**src/rtl/fib_bcd_converter.sv**
```systemverilog
// fib_bcd_converter: sequential double-dabble binary-to-BCD converter.
// Converts the Fibonacci datapath result one bit per clock.
//
// Ports:
//   clk        rising-edge system clock
//   usr_reset  synchronous active-high reset
//   start      request conversion of bin_in (honoured only when idle)
//   bin_in     binary value, captured on the accepting edge
//   busy       high while a conversion or its done cycle is in flight
//   done       one-cycle pulse, bcd_out valid from this cycle
//   bcd_out    packed BCD, digit 0 (units) in bits [3:0]
module fib_bcd_converter #(
    parameter int DATA_W = 16,
    parameter int DIGITS = 5
) (
    input  logic                  clk,
    input  logic                  usr_reset,
    input  logic                  start,
    input  logic [DATA_W-1:0]     bin_in,
    output logic                  busy,
    output logic                  done,
    output logic [4*DIGITS-1:0]   bcd_out
);

    localparam int BCD_W = 4 * DIGITS;
    localparam int SR_W  = BCD_W + DATA_W;
    localparam int CNT_W = $clog2(DATA_W + 1);

    localparam longint unsigned MAX_BCD = 64'd10 ** DIGITS;
    localparam longint unsigned MAX_BIN = (64'd1 << DATA_W) - 64'd1;

    generate
        if (MAX_BCD <= MAX_BIN) begin : g_bad_digits
            $error("DIGITS too small to hold 2^DATA_W-1");
        end
    endgenerate

    typedef enum logic [1:0] {
        IDLE = 2'd0,
        CONV = 2'd1,
        DONE = 2'd2
    } state_t;

    state_t             state_q, state_d;
    logic [SR_W-1:0]    sr_q, sr_d;
    logic [SR_W-1:0]    sr_adj, sr_shift;
    logic [CNT_W-1:0]   cnt_q, cnt_d;
    logic [BCD_W-1:0]   bcd_q, bcd_d;
    logic               busy_q, busy_d;
    logic               done_q, done_d;

    // Add-3 on every BCD nibble that is >= 5, judged on the
    // pre-shift value; the shift then doubles it past 9 correctly.
    always_comb begin
        sr_adj = sr_q;
        for (int i = 0; i < DIGITS; i++) begin
            if (sr_q[DATA_W+4*i +: 4] >= 4'd5) begin
                sr_adj[DATA_W+4*i +: 4] =
                    sr_q[DATA_W+4*i +: 4] + 4'd3;
            end
        end
        sr_shift = {sr_adj[SR_W-2:0], 1'b0};
    end

    always_comb begin
        state_d = state_q;
        sr_d    = sr_q;
        cnt_d   = cnt_q;
        bcd_d   = bcd_q;
        unique case (state_q)
            IDLE: begin
                if (start) begin
                    sr_d    = {{BCD_W{1'b0}}, bin_in};
                    cnt_d   = CNT_W'(DATA_W);
                    state_d = CONV;
                end
            end
            CONV: begin
                sr_d  = sr_shift;
                cnt_d = cnt_q - CNT_W'(1);
                if (cnt_q == CNT_W'(1)) begin
                    bcd_d   = sr_shift[SR_W-1 -: BCD_W];
                    state_d = DONE;
                end
            end
            DONE: begin
                state_d = IDLE;
            end
            default: begin
                state_d = IDLE;
            end
        endcase
        // Flags are decoded from the next state so they
        // come straight out of flops.
        busy_d = (state_d != IDLE);
        done_d = (state_d == DONE);
    end

    always_ff @(posedge clk) begin
        if (usr_reset) begin
            state_q <= IDLE;
            sr_q    <= '0;
            cnt_q   <= '0;
            bcd_q   <= '0;
            busy_q  <= 1'b0;
            done_q  <= 1'b0;
        end else begin
            state_q <= state_d;
            sr_q    <= sr_d;
            cnt_q   <= cnt_d;
            bcd_q   <= bcd_d;
            busy_q  <= busy_d;
            done_q  <= done_d;
        end
    end

    assign busy    = busy_q;
    assign done    = done_q;
    assign bcd_out = bcd_q;

endmodule
```
**config.mk**
```make
export PLATFORM = sky130hd
export DESIGN_NAME = fib_bcd_converter
export DESIGN_NICKNAME = d
export VERILOG_FILES = /design/src/rtl/fib_bcd_converter.sv
export SDC_FILE = /design/constraint.sdc
export NUM_CORES = 1
export LEC_CHECK = 0
export CORE_UTILIZATION = 40
export CTS_CLUSTER_DIAMETER = 200
export DETAILED_ROUTE_END_ITERATION = 8
export PLACE_DENSITY = 0.72
export RECOVER_POWER = 100
export SLEW_MARGIN = 20
export SYNTH_ARGS = -nofsm -noshare
export SYNTH_HDL_FRONTEND = slang
export SYNTH_SLANG_ARGS = --single-unit
```
**constraint.sdc**
```tcl
create_clock -name clk -period 2.16 [get_ports clk]
set_clock_uncertainty 0.05 [all_clocks]
set_input_delay 0.648 -clock clk [delete_from_list [all_inputs] [get_ports clk]]
set_output_delay 0.648 -clock clk [all_outputs]
set_load 0.05 [all_outputs]
```
==> summary.txt <==
Run status
  • Status: finished, final reports clean

Finish
  • Fraction of layout instances using a drive strength above 1: 0.0985
  • Synth-to-Final Area Change: 16.7%
  • Filler cells: 761
  • Layout Cells excl Fill: 505
  • Reg area: 1300 µm²
  • Nets@finish: 432
  • Area of the multi-input gates: 1560 µm²
  • N_diodes: 0

Drt
  • Via count: 2,578
  • Vias/cell: 5.10
  • Remaining antenna violation count: 0
  • Detailed-router iteration count before antenna repair: 4
  • WL per Instance: 13.2 µm
  • Residual DRC: 0
  • Detailed Route WL: 6670 µm
  • 1st-iter DRT viols: 106

Hold path
  • Worst hold path class: reg -> reg
  • WHS Path Cells: 1
  • Hold Crit Start: sr_q[33]
  • Hold Path End: sr_q[33]

CTS
  • Post-CTS Setup Bufs: 0
  • CTS H-tree lvls: 3
  • Clk_lat worst skew: 0.33 ns
  • CTS Buf Count: 9
  • Clk slew on worst S/H paths: 0.07 ns
  • CTS resizes: 0
  • Root Driver: clkbuf_8
  • CTS tree: built
  • CTS hold repair buffers: 0
  • Clk sinks: 65
  • Clk buf depth: 2

Yosys
  • Yosys cell types: 36
  • Mux cell area share after synthesis: 0.0178
  • Post-Synth XOR/XNOR Area: 0.0141
  • Sequential-to-total area share from yosys stat: 0.420
  • Mapped Cells: 361
  • Synth Warn #: 0
  • Synth Area in Compound Gates: 0.188
  • Main combinational cell family by area after synthesis: simple AND/OR/NAND/NOR gates
  • Synth Cell Area: 3100 µm²
  • Syn Area/Cell: 8.57 µm²
  • FF+latch count, synth: 65
  • Synth Area in Adders: 0.0485
  • Post-Synth Simple-Gate Area: 0.252
  • Syn nets: 392

Worst setup path
  • Register-to-register setup slack: 0.43 ns
  • Origin of the worst setup path: start
  • R2R Path Start: cnt_q[0]
  • Max FO, Critical Path: 8
  • CP startpoint kind: primary input
  • Worst EP required: 2.37 ns
  • R2R depth: 6
  • Crit Path Category: in -> reg
  • Worst setup EP type: flop
  • Crit path DAT: 2.15 ns
  • Crit Reg-Reg Endpoint: bcd_out[17]

Timing
  • Final setup vio count: 0
  • Max Transition Viols Final: 0
  • Max-slew headroom: 0.599
  • Setup ws final: 0.216 ns
  • Fin Setup TNS: 0 ns
  • Tcrit/Tclk final: 0.900
  • Minimum clock period: 1.94 ns
  • Worst slew pin tran: 0.604 ns
  • FMAX: 0.514 GHz
  • Final Hold Viols: 0
  • RSZ-0062 raised after global routing: no

Floorplanning
  • Cell row count: 31
  • IO Pins: 41
  • Die height: 90.0 µm
  • DIE WIDTH: 90.0 µm
  • Die Footprint: 8090 µm²
  • Initial core utilization: 0.420
  • Core ar.: 7370 µm²

Pwr
  • Max IR drop VDD: 301 µV
  • Leak: 1.32 nW
  • Pwr dens: 744 nW/µm²

GRT
  • GR Overflow Total: 0
  • Antenna violations before repair: 0
  • Total Routing Usage GR: 0.173
  • Number of global-route vias before repair: 2,401
  • Largest net degree at the start of global routing: 35
  • First-pass GRT wire length: 11,400 µm

Place
  • Routability congestion estimate: 0.740
  • Pre-CTS setup slack: 0.00130 ns
  • Placed cell count: 489
  • Hpwl dp: 4560 µm
  • PortBufs: 40

Run
  • Maxcap violations: 0
[synth_stat cells (all sizes together)]
master,count,area share
a22oi,1,0.0024
buf,12,0.027
o21ai,10,0.016
mux2i,1,0.0032
nor2b,17,0.034
o22ai,9,0.036
clkbuf,12,0.015
a21oi,35,0.057
a21o,1,0.0024
xnor2,5,0.014
a22o,1,0.0028
nand2,6,0.0073
nand2b,19,0.041
a32oi,1,0.0028
inv,14,0.017
nor2,67,0.083
a211oi,9,0.023
nand3,5,0.0081
and2,1,0.0020
nor4b,1,0.0077
nor3,25,0.040
o2bb2ai,13,0.037
a311oi,3,0.0085
ha,12,0.049
dfxtp,65,0.42
mux2,4,0.015
or2,1,0.0020
nor3b,11,0.027
[layout make-up]
| type | count | share of cell area |
|---|---|---|
| Clock buffer | 12 | 0.0457 |
| Tap cell | 99 | 0.0343 |
| Timing Repair Buffer | 53 | 0.0984 |
| Multi-Input combinational cell | 258 | 0.433 |
| Clock inverter | 4 | 0.0139 |
| Sequential cell | 65 | 0.360 |
| Inverter | 14 | 0.0146 |
[metal layers]
| layer | up-vias | share of wire | routed length, µm | GRT usage |
|---|---|---|---|---|
| li1 | 1324 | - | - | - |
| met4 | 0 | 0.011 | 74 | 0.0538 |
| met2 | 34 | 0.46 | 3090 | 0.272 |
| met5 | - | 0 | 0 | 0 |
| met3 | 7 | 0.033 | 222 | 0.0567 |
| met1 | 1213 | 0.49 | 3290 | 0.224 |
[per-stage QoR]
step	hold WS, ns	power, W	utilization	area (µm²)
floorplan	0.382	0.00153	-	3100
global placement	0.397	0.00162	0.479	3530
detailed placement	0.407	0.00163	0.479	3530
CTS	0.424	0.00273	0.508	3740
global route	0.430	0.00281	0.490	3610
finish	0.422	0.00269	0.490	3610
[logic make-up after synthesis]
kind of cell	Yosys count
compound gates	83
fa+ha+maj	12
buf+inv	38
mux	5
xor+xnor	5
simple gates	153
flops	65
[state kept, by name, indices dropped and copies added, names as in the netlist]
signal   flops
sr_q        36
bcd_out     20
cnt_q        5
state_q      2
busy         1
done         1
[power breakdown]
group	switching (W)	leakage [nW]	internal [W]
Clock	0.000467	0.105	0.000626
Sequential	0.0000350	0.530	0.00125
Combinational	0.000179	0.690	0.000132
[how the worst max path moves through the flow]
stage,end,depth (start not counted),slack (ns)
2_1_floorplan,sr_q[27],6,0.47
3_3_place_gp,sr_q[20],6,0.03
3_5_place_dp,sr_q[18],6,0.001
4_1_cts,sr_q[20],6,0.34
5_1_grt,sr_q[20],6,0.13
6_report,sr_q[20],6,0.22
[cells in the final DEF (no fill, tap or decap), types with 2 or more instances in the layout]
cell | netlist | layout
nor2_1 | 65 | 65
o2bb2ai_1 | 13 | 13
clkinvlp_4 | 0 | 2
a211oi_1 | 8 | 8
nand3_1 | 5 | 5
o21ai_0 | 9 | 10
clkbuf_8 | 0 | 12
nand2b_1 | 18 | 18
nor2_2 | 2 | 2
a21oi_1 | 35 | 35
o22ai_1 | 0 | 8
clkbuf_1 | 12 | 22
ha_1 | 12 | 12
inv_1 | 14 | 14
xnor2_1 | 5 | 5
nor2b_1 | 17 | 17
a311oi_1 | 3 | 3
nor3_1 | 25 | 25
nor3b_1 | 11 | 11
buf_4 | 1 | 13
clkdlybuf4s50_1 | 0 | 16
nand2_1 | 6 | 6
dfxtp_1 | 65 | 65
mux2_2 | 4 | 3
[critical path, stage by stage]
cell and delay (ns):
dlygate4sd3_1 0.57, nor2_1 0.16, nor2_2 0.06, nor2_1 0.34, buf_4 0.25, o2bb2ai_1 0.13
(Power assumes the default switching activity.)
